File: src/rtl/multicycle_control_unit_if.sv
// multicycle_control_unit_if: control bus between the sequencer and the multicycle datapath
// Ports (signals):
//   Opcode, Zero       datapath -> control: IR[31:26] and the ALU zero flag
//   PCWrite..Halted    control -> datapath: selector controls, ALU op, write enables
//   InstrCount         control -> datapath: retired-instruction counter
// Modports: master = control unit, slave = datapath.
interface multicycle_control_unit_if #(
    parameter int COUNT_WIDTH = 32
);
    logic [5:0]             Opcode;
    logic                   Zero;
    logic                   PCWrite;
    logic [1:0]             PCSrc;
    logic                   IRWrite;
    logic                   ALUSrcA;
    logic                   ALUSrcB;
    logic                   ExtSel;
    logic [2:0]             ALUOp;
    logic                   MemRead;
    logic                   MemWrite;
    logic                   RegDst;
    logic                   MemToReg;
    logic                   RegWrite;
    logic                   Halted;
    logic [COUNT_WIDTH-1:0] InstrCount;

    modport master (
        input  Opcode, Zero,
        output PCWrite, PCSrc, IRWrite, ALUSrcA, ALUSrcB, ExtSel, ALUOp,
               MemRead, MemWrite, RegDst, MemToReg, RegWrite, Halted, InstrCount
    );

    modport slave (
        output Opcode, Zero,
        input  PCWrite, PCSrc, IRWrite, ALUSrcA, ALUSrcB, ExtSel, ALUOp,
               MemRead, MemWrite, RegDst, MemToReg, RegWrite, Halted, InstrCount
    );
endinterface

File: src/rtl/multicycle_control_unit.sv
// multicycle_control_unit: IF/ID/EXE/MEM/WB sequencer for the multicycle CPU datapath
// Ports:
//   CLK    clock, all state changes on the rising edge
//   Reset  synchronous active-high; forces state IF, clears InstrCount, gates all outputs to 0
//   bus    master side of multicycle_control_unit_if (Opcode/Zero in, controls and InstrCount out)
module multicycle_control_unit #(
    parameter int COUNT_WIDTH = 32
) (
    input logic                        CLK,
    input logic                        Reset,
    multicycle_control_unit_if.master  bus
);
    localparam logic [3:0] S_IF     = 4'd0;
    localparam logic [3:0] S_ID     = 4'd1;
    localparam logic [3:0] S_EXE_AL = 4'd2;
    localparam logic [3:0] S_EXE_BR = 4'd3;
    localparam logic [3:0] S_EXE_LS = 4'd4;
    localparam logic [3:0] S_MEM    = 4'd5;
    localparam logic [3:0] S_WB_AL  = 4'd6;
    localparam logic [3:0] S_WB_LD  = 4'd7;
    localparam logic [3:0] S_HALT   = 4'd8;

    localparam logic [5:0] OP_ADD  = 6'b000000;
    localparam logic [5:0] OP_SUB  = 6'b000001;
    localparam logic [5:0] OP_ADDI = 6'b000010;
    localparam logic [5:0] OP_OR   = 6'b010000;
    localparam logic [5:0] OP_AND  = 6'b010001;
    localparam logic [5:0] OP_ORI  = 6'b010010;
    localparam logic [5:0] OP_SLL  = 6'b011000;
    localparam logic [5:0] OP_SLT  = 6'b100110;
    localparam logic [5:0] OP_SW   = 6'b110000;
    localparam logic [5:0] OP_LW   = 6'b110001;
    localparam logic [5:0] OP_BEQ  = 6'b110100;
    localparam logic [5:0] OP_J    = 6'b111000;
    localparam logic [5:0] OP_HALT = 6'b111111;

    logic [3:0]             state_q, state_d;
    logic [COUNT_WIDTH-1:0] count_q, count_d;

    logic is_add, is_sub, is_addi, is_or, is_and, is_ori, is_sll, is_slt;
    logic is_sw, is_lw, is_beq, is_j, is_halt, is_r, is_alu, is_nop, exe_wb;

    logic       pc_write, ir_write, alu_src_a, alu_src_b, ext_sel;
    logic       mem_read, mem_write, reg_dst, mem_to_reg, reg_write, halted;
    logic [1:0] pc_src;
    logic [2:0] alu_op;

    assign is_add  = bus.Opcode == OP_ADD;
    assign is_sub  = bus.Opcode == OP_SUB;
    assign is_addi = bus.Opcode == OP_ADDI;
    assign is_or   = bus.Opcode == OP_OR;
    assign is_and  = bus.Opcode == OP_AND;
    assign is_ori  = bus.Opcode == OP_ORI;
    assign is_sll  = bus.Opcode == OP_SLL;
    assign is_slt  = bus.Opcode == OP_SLT;
    assign is_sw   = bus.Opcode == OP_SW;
    assign is_lw   = bus.Opcode == OP_LW;
    assign is_beq  = bus.Opcode == OP_BEQ;
    assign is_j    = bus.Opcode == OP_J;
    assign is_halt = bus.Opcode == OP_HALT;
    assign is_r    = is_add | is_sub | is_and | is_or | is_slt;
    assign is_alu  = is_r | is_sll | is_addi | is_ori;
    // Anything not decoded retires as a two-cycle nop.
    assign is_nop  = !(is_alu | is_beq | is_lw | is_sw | is_j | is_halt);
    // Opcode-static controls are driven in every state from EXE through WB.
    assign exe_wb  = state_q >= S_EXE_AL && state_q <= S_WB_LD;

    always_ff @(posedge CLK) begin
        if (Reset) begin
            state_q <= S_IF;
            count_q <= '0;
        end else begin
            state_q <= state_d;
            count_q <= count_d;
        end
    end

    always_comb begin
        state_d = S_IF;
        case (state_q)
            S_IF:     state_d = S_ID;
            S_ID:     state_d = is_halt ? S_HALT : is_alu ? S_EXE_AL : is_beq ? S_EXE_BR :
                                (is_lw | is_sw) ? S_EXE_LS : S_IF;
            S_EXE_AL: state_d = S_WB_AL;
            S_EXE_LS: state_d = S_MEM;
            S_MEM:    state_d = is_lw ? S_WB_LD : S_IF;
            S_HALT:   state_d = S_HALT;
            default:  state_d = S_IF;
        endcase
    end

    always_comb begin
        pc_write   = 1'b0;
        pc_src     = 2'b00;
        ir_write   = 1'b0;
        mem_read   = 1'b0;
        mem_write  = 1'b0;
        mem_to_reg = 1'b0;
        reg_write  = 1'b0;
        halted     = 1'b0;
        reg_dst    = exe_wb & (is_r | is_sll);
        alu_src_a  = exe_wb & is_sll;
        alu_src_b  = exe_wb & (is_addi | is_ori | is_lw | is_sw);
        ext_sel    = exe_wb & (is_addi | is_lw | is_sw | is_beq);
        alu_op     = !exe_wb ? 3'b000 : (is_sub | is_beq) ? 3'b001 : is_and ? 3'b010 :
                     (is_or | is_ori) ? 3'b011 : is_sll ? 3'b100 : is_slt ? 3'b101 : 3'b000;
        case (state_q)
            S_IF:     ir_write = 1'b1;
            S_ID: begin
                pc_write = is_j | is_nop;
                pc_src   = is_j ? 2'b10 : 2'b00;
            end
            S_EXE_BR: begin
                pc_write = 1'b1;
                pc_src   = bus.Zero ? 2'b01 : 2'b00;
            end
            S_MEM: begin
                mem_write = is_sw;
                pc_write  = is_sw;
                mem_read  = is_lw;
            end
            S_WB_AL: begin
                reg_write = 1'b1;
                pc_write  = 1'b1;
            end
            S_WB_LD: begin
                mem_read   = 1'b1;
                mem_to_reg = 1'b1;
                reg_write  = 1'b1;
                pc_write   = 1'b1;
            end
            S_HALT:   halted = 1'b1;
            default:  ;
        endcase
        // Illegal encodings drive nothing, not even the EXE/WB statics.
        if (state_q > S_HALT) begin
            reg_dst   = 1'b0;
            alu_src_a = 1'b0;
            alu_src_b = 1'b0;
            ext_sel   = 1'b0;
            alu_op    = 3'b000;
        end
    end

    // Reset gates every output so no write can slip out in the reset cycle.
    assign bus.PCWrite  = !Reset & pc_write;
    assign bus.PCSrc    = Reset ? 2'b00 : pc_src;
    assign bus.IRWrite  = !Reset & ir_write;
    assign bus.ALUSrcA  = !Reset & alu_src_a;
    assign bus.ALUSrcB  = !Reset & alu_src_b;
    assign bus.ExtSel   = !Reset & ext_sel;
    assign bus.ALUOp    = Reset ? 3'b000 : alu_op;
    assign bus.MemRead  = !Reset & mem_read;
    assign bus.MemWrite = !Reset & mem_write;
    assign bus.RegDst   = !Reset & reg_dst;
    assign bus.MemToReg = !Reset & mem_to_reg;
    assign bus.RegWrite = !Reset & reg_write;
    assign bus.Halted   = !Reset & halted;

    assign count_d        = count_q + COUNT_WIDTH'(bus.PCWrite);
    assign bus.InstrCount = count_q;
endmodule

File: src/flat_wrapper.sv
// flat-port wrapper written by rule: the top's interface ports become plain ports
module multicycle_control_unit_flat 
#(
    parameter int COUNT_WIDTH = 32
)
  (CLK, Reset, bus_Opcode, bus_Zero, bus_PCWrite, bus_PCSrc, bus_IRWrite, bus_ALUSrcA, bus_ALUSrcB, bus_ExtSel, bus_ALUOp, bus_MemRead, bus_MemWrite, bus_RegDst, bus_MemToReg, bus_RegWrite, bus_Halted, bus_InstrCount);
  multicycle_control_unit_if #(.COUNT_WIDTH(COUNT_WIDTH)) bus_i ();
  input logic CLK;
  input logic Reset;
  input wire logic [$bits(bus_i.Opcode)-1:0] bus_Opcode;
  input wire logic [$bits(bus_i.Zero)-1:0] bus_Zero;
  output wire logic [$bits(bus_i.PCWrite)-1:0] bus_PCWrite;
  output wire logic [$bits(bus_i.PCSrc)-1:0] bus_PCSrc;
  output wire logic [$bits(bus_i.IRWrite)-1:0] bus_IRWrite;
  output wire logic [$bits(bus_i.ALUSrcA)-1:0] bus_ALUSrcA;
  output wire logic [$bits(bus_i.ALUSrcB)-1:0] bus_ALUSrcB;
  output wire logic [$bits(bus_i.ExtSel)-1:0] bus_ExtSel;
  output wire logic [$bits(bus_i.ALUOp)-1:0] bus_ALUOp;
  output wire logic [$bits(bus_i.MemRead)-1:0] bus_MemRead;
  output wire logic [$bits(bus_i.MemWrite)-1:0] bus_MemWrite;
  output wire logic [$bits(bus_i.RegDst)-1:0] bus_RegDst;
  output wire logic [$bits(bus_i.MemToReg)-1:0] bus_MemToReg;
  output wire logic [$bits(bus_i.RegWrite)-1:0] bus_RegWrite;
  output wire logic [$bits(bus_i.Halted)-1:0] bus_Halted;
  output wire logic [$bits(bus_i.InstrCount)-1:0] bus_InstrCount;
  assign bus_i.Opcode = bus_Opcode;
  assign bus_i.Zero = bus_Zero;
  assign bus_PCWrite = bus_i.PCWrite;
  assign bus_PCSrc = bus_i.PCSrc;
  assign bus_IRWrite = bus_i.IRWrite;
  assign bus_ALUSrcA = bus_i.ALUSrcA;
  assign bus_ALUSrcB = bus_i.ALUSrcB;
  assign bus_ExtSel = bus_i.ExtSel;
  assign bus_ALUOp = bus_i.ALUOp;
  assign bus_MemRead = bus_i.MemRead;
  assign bus_MemWrite = bus_i.MemWrite;
  assign bus_RegDst = bus_i.RegDst;
  assign bus_MemToReg = bus_i.MemToReg;
  assign bus_RegWrite = bus_i.RegWrite;
  assign bus_Halted = bus_i.Halted;
  assign bus_InstrCount = bus_i.InstrCount;
  multicycle_control_unit #(.COUNT_WIDTH(COUNT_WIDTH)) u_core (.CLK(CLK), .Reset(Reset), .bus(bus_i));
endmodule
File: config.mk
export PLATFORM = sky130hd
export DESIGN_NAME = multicycle_control_unit_flat
export DESIGN_NICKNAME = d
export VERILOG_FILES = /design/src/rtl/multicycle_control_unit_if.sv /design/src/rtl/multicycle_control_unit.sv /design/src/flat_wrapper.sv
export SDC_FILE = /design/constraint.sdc
export NUM_CORES = 1
export LEC_CHECK = 0
export CAP_MARGIN = 20
export CORE_MARGIN = 2
export CORE_UTILIZATION = 51
export DETAILED_ROUTE_END_ITERATION = 7
export HOLD_SLACK_MARGIN = 0.15
export MAX_ROUTING_LAYER = met4
export PLACE_DENSITY = 0.84
export SYNTH_ARGS = -nofsm -noshare
export SYNTH_HDL_FRONTEND = slang
export SYNTH_SLANG_ARGS = --single-unit
File: constraint.sdc
create_clock -name CLK -period 9 [get_ports CLK]
set_input_delay 2.25 -clock CLK [delete_from_list [all_inputs] [get_ports CLK]]
set_output_delay 2.25 -clock CLK [all_outputs]
set_load 0.005 [all_outputs]
==> results.tsv <==
metric	value	unit
r2r-start	u_core.state_q[0]$_SDFF_PP0_	
yosysSeqAreaShare	35.32	%
finalPower	0.3431	mW
hold_class	flip-flop to flip-flop	
status	completed	
cts_buffer_depth	2	
die_h	67.26	um
synth_edf_count	0	
path_max_fanout	16	
worst_pin_slew	0.6692	ns
pwr-share-clk	44.4	%
synth_cell_types	44	
critical_path_class	input port to output port	
drive_gt1_share	5.195	%
synth_area	2041	sq um
drc_errors	0	
num_vias	1983	
nNetsFinal	318	
fin_crit	6.843	ns
end_kind	output port	
placed_area	2601	sq um
rows	22	
fin_tns_setup	0	ns
path_clk_slew	0.07	ns
p_per_area	125.8	nW/um^2
max_freq	0.1461	GHz
p_leak	0.9609	nW
overflow	0	
cts_made_buffers	5	
maxCapViolCount	0	
ant_nets	0	
fin_area	2728	sq um
hold_end	u_core.bus.InstrCount[31]$_SDFF_PP0_	
grt_start_max_net_pins	43	
track_usage	22.03	%
finalHoldViolations	0	
rr_endpoint	u_core.bus.InstrCount[30]$_SDFF_PP0_	
synth_area_leaders	dfxtp_1 (35%), xor2_1 (11%), nor2_1 (8.3%), nand4_1 (4.3%), nand3_1 (4.2%)	
holdCritStartpoint	u_core.bus.InstrCount[31]$_SDFF_PP0_	
ctsHoldBuffers	0	
cts_resized	0	
yosysTopAreaCell	dfxtp_1	
insertion_delay	0.28	ns
clock_skew	0.008196	ns
required	6.75	ns
root_buffer	clkbuf_8	
tritoncts	built	
clock-sinks	36	
cts_max_level	2	
postCtsSetupBuffers	0	
setup_violations	0	
holdPathStages	2	
seq_power_share	47.6	%
grt_pass1_vias	1729	
slew_violations	0	
die_area	4523	sq um
synth_fp_nets	270	
internal_power	0.2712	mW
hpwl	3.169	mm
ioPinCount	57	
arrival	4.59	ns
routed_wirelength	4.488	mm
avgSynthCellArea	7.879	sq um
coreArea	3744	sq um
async_flop_share	0	%
n_fill_cell	317	
port_buffers	56	
antenna_cells	0	
first_iter_violations	103	
switchingPower	0.07192	mW
area_growth	33.66	%
antenna_found_initial	0	
finalCritPeriodShare	76.03	%
rsz0062_at_grt	no	
drt-wirelength-per-cell	12.61	um
grt_pass1_wl	7.562	mm
initial_core_util	54.51	%
vias_per_cell	5.570	
reg2reg_slack	5.99	ns
p_sw_share	20.96	%
power_frac_comb	8.0	%
ys_seq_elements	36	
syn_inst	259	
cp-start-kind	input port	
dieWidth	67.26	um
yosys_most_used_dff	dfxtp_1	
ff2ff_path_depth	12	
drtPass1Iterations	4	
synth_top_area_share	35.32	%
peakVddDrop	0.06678	mV
max_slew_margin	55.22	%
ys_warn_count	0	
place_congestion	0.8781	
[layer usage]
layer / wire [um] / GRT usage (%) / up-vias
met5: 0 / - / -
met4: 38 / 6.633 / 0
met3: 265 / 5.167 / 5
met2: 2196 / 36.63 / 64
met1: 1987 / 26.52 / 908
li1: - / - / 1006
[layout make-up]
type,count,area (sq um),area share (%)
Multi-Input combinational cell,203,1237,45.37
Timing Repair Buffer,57,568.0,20.83
Inverter,4,15.01,0.5505
Sequential cell,36,720.7,26.42
Clock buffer,7,96.34,3.532
Clock inverter,1,30.03,1.101
Tap cell,48,60.06,2.202
[synthesized netlist by cell type (all sizes together), types with 2 or more instances]
library cell / n
or3: 7
xor2: 25
nor4bb: 2
nor4: 4
o21ai: 7
and2: 3
xnor2: 4
and4: 2
dfxtp: 36
and3: 7
nor3b: 2
nand4: 15
nor3: 11
nor2b: 4
ha: 2
nand3b: 3
nand2: 11
a21oi: 11
a311oi: 2
buf: 4
inv: 4
clkbuf: 12
nand3: 17
a31oi: 2
nand2b: 3
nor2: 45
[cell families after synthesis]
family | synth area share, %
flops | 35.32
buf+inv | 4.046
compound gates | 8.646
simple gates | 37.83
xor+xnor | 12.45
fa+ha+maj | 1.717
[registers in the layout (all words and copies together) (netlist names)]
name,count
u_core.state_q,4
u_core.bus.InstrCount,32
[power groups by stage]
stage                     Combinational, mW  Clock [mW]  Sequential (mW)
after global routing                 0.0307       0.162            0.164
after global placement               0.0273           0            0.167
after detailed placement             0.0276           0            0.167
after CTS                            0.0276       0.154            0.163
after floorplan                      0.0192           0            0.165
final                                0.0276       0.152            0.163
[placed cells by master, fill, tap and decap left out, drive strengths merged, types with 2 or more instances in the layout]
master	Yosys	layout
xnor2	4	4
inv	4	4
nand3b	3	3
nand2b	3	3
or3	7	7
dfxtp	36	36
and3	7	7
and2	3	3
nor3	11	11
nor2b	4	4
a31oi	2	2
nor3b	2	2
nor2	45	45
o21ai	7	7
xor2	25	25
a311oi	2	2
clkdlybuf4s50	0	56
clkbuf	12	7
ha	2	2
nor4	4	4
nand2	11	11
a21oi	11	11
nand3	17	17
nor4bb	2	2
nand4	15	15
and4	2	2
[stage by stage]
step	hold slack, ns	setup WS [ns]	cells	utilization, %
after floorplan	0.4743	3.397	259	-
after global placement	0.4769	2.195	348	69.49
after detailed placement	0.4949	2.166	348	69.49
after CTS	0.5069	2.168	356	72.86
after global routing	0.5430	1.921	356	72.86
final	0.5012	2.157	356	72.86
[critical path: stages]
cell and delay (ns):
clkdlybuf4s50_1 0.64, nor4bb_1 0.59, a32oi_1 0.19, o22ai_1 0.20
a31oi_1 0.06, nor2_1 0.14, clkdlybuf4s50_1 0.52
[worst max-delay path by stage]
stage / start / to / slack (ns) / cells after the start
2_1_floorplan: bus_Opcode[5] / bus_PCWrite / 3.40 / 6
3_3_place_gp: bus_Opcode[0] / bus_PCWrite / 2.20 / 7
3_5_place_dp: bus_Opcode[0] / bus_PCWrite / 2.17 / 7
4_1_cts: bus_Opcode[0] / bus_PCWrite / 2.17 / 7
5_1_grt: bus_Opcode[0] / bus_PCWrite / 1.92 / 7
6_report: bus_Opcode[0] / bus_PCWrite / 2.16 / 7
(Power assumes the default switching activity.)
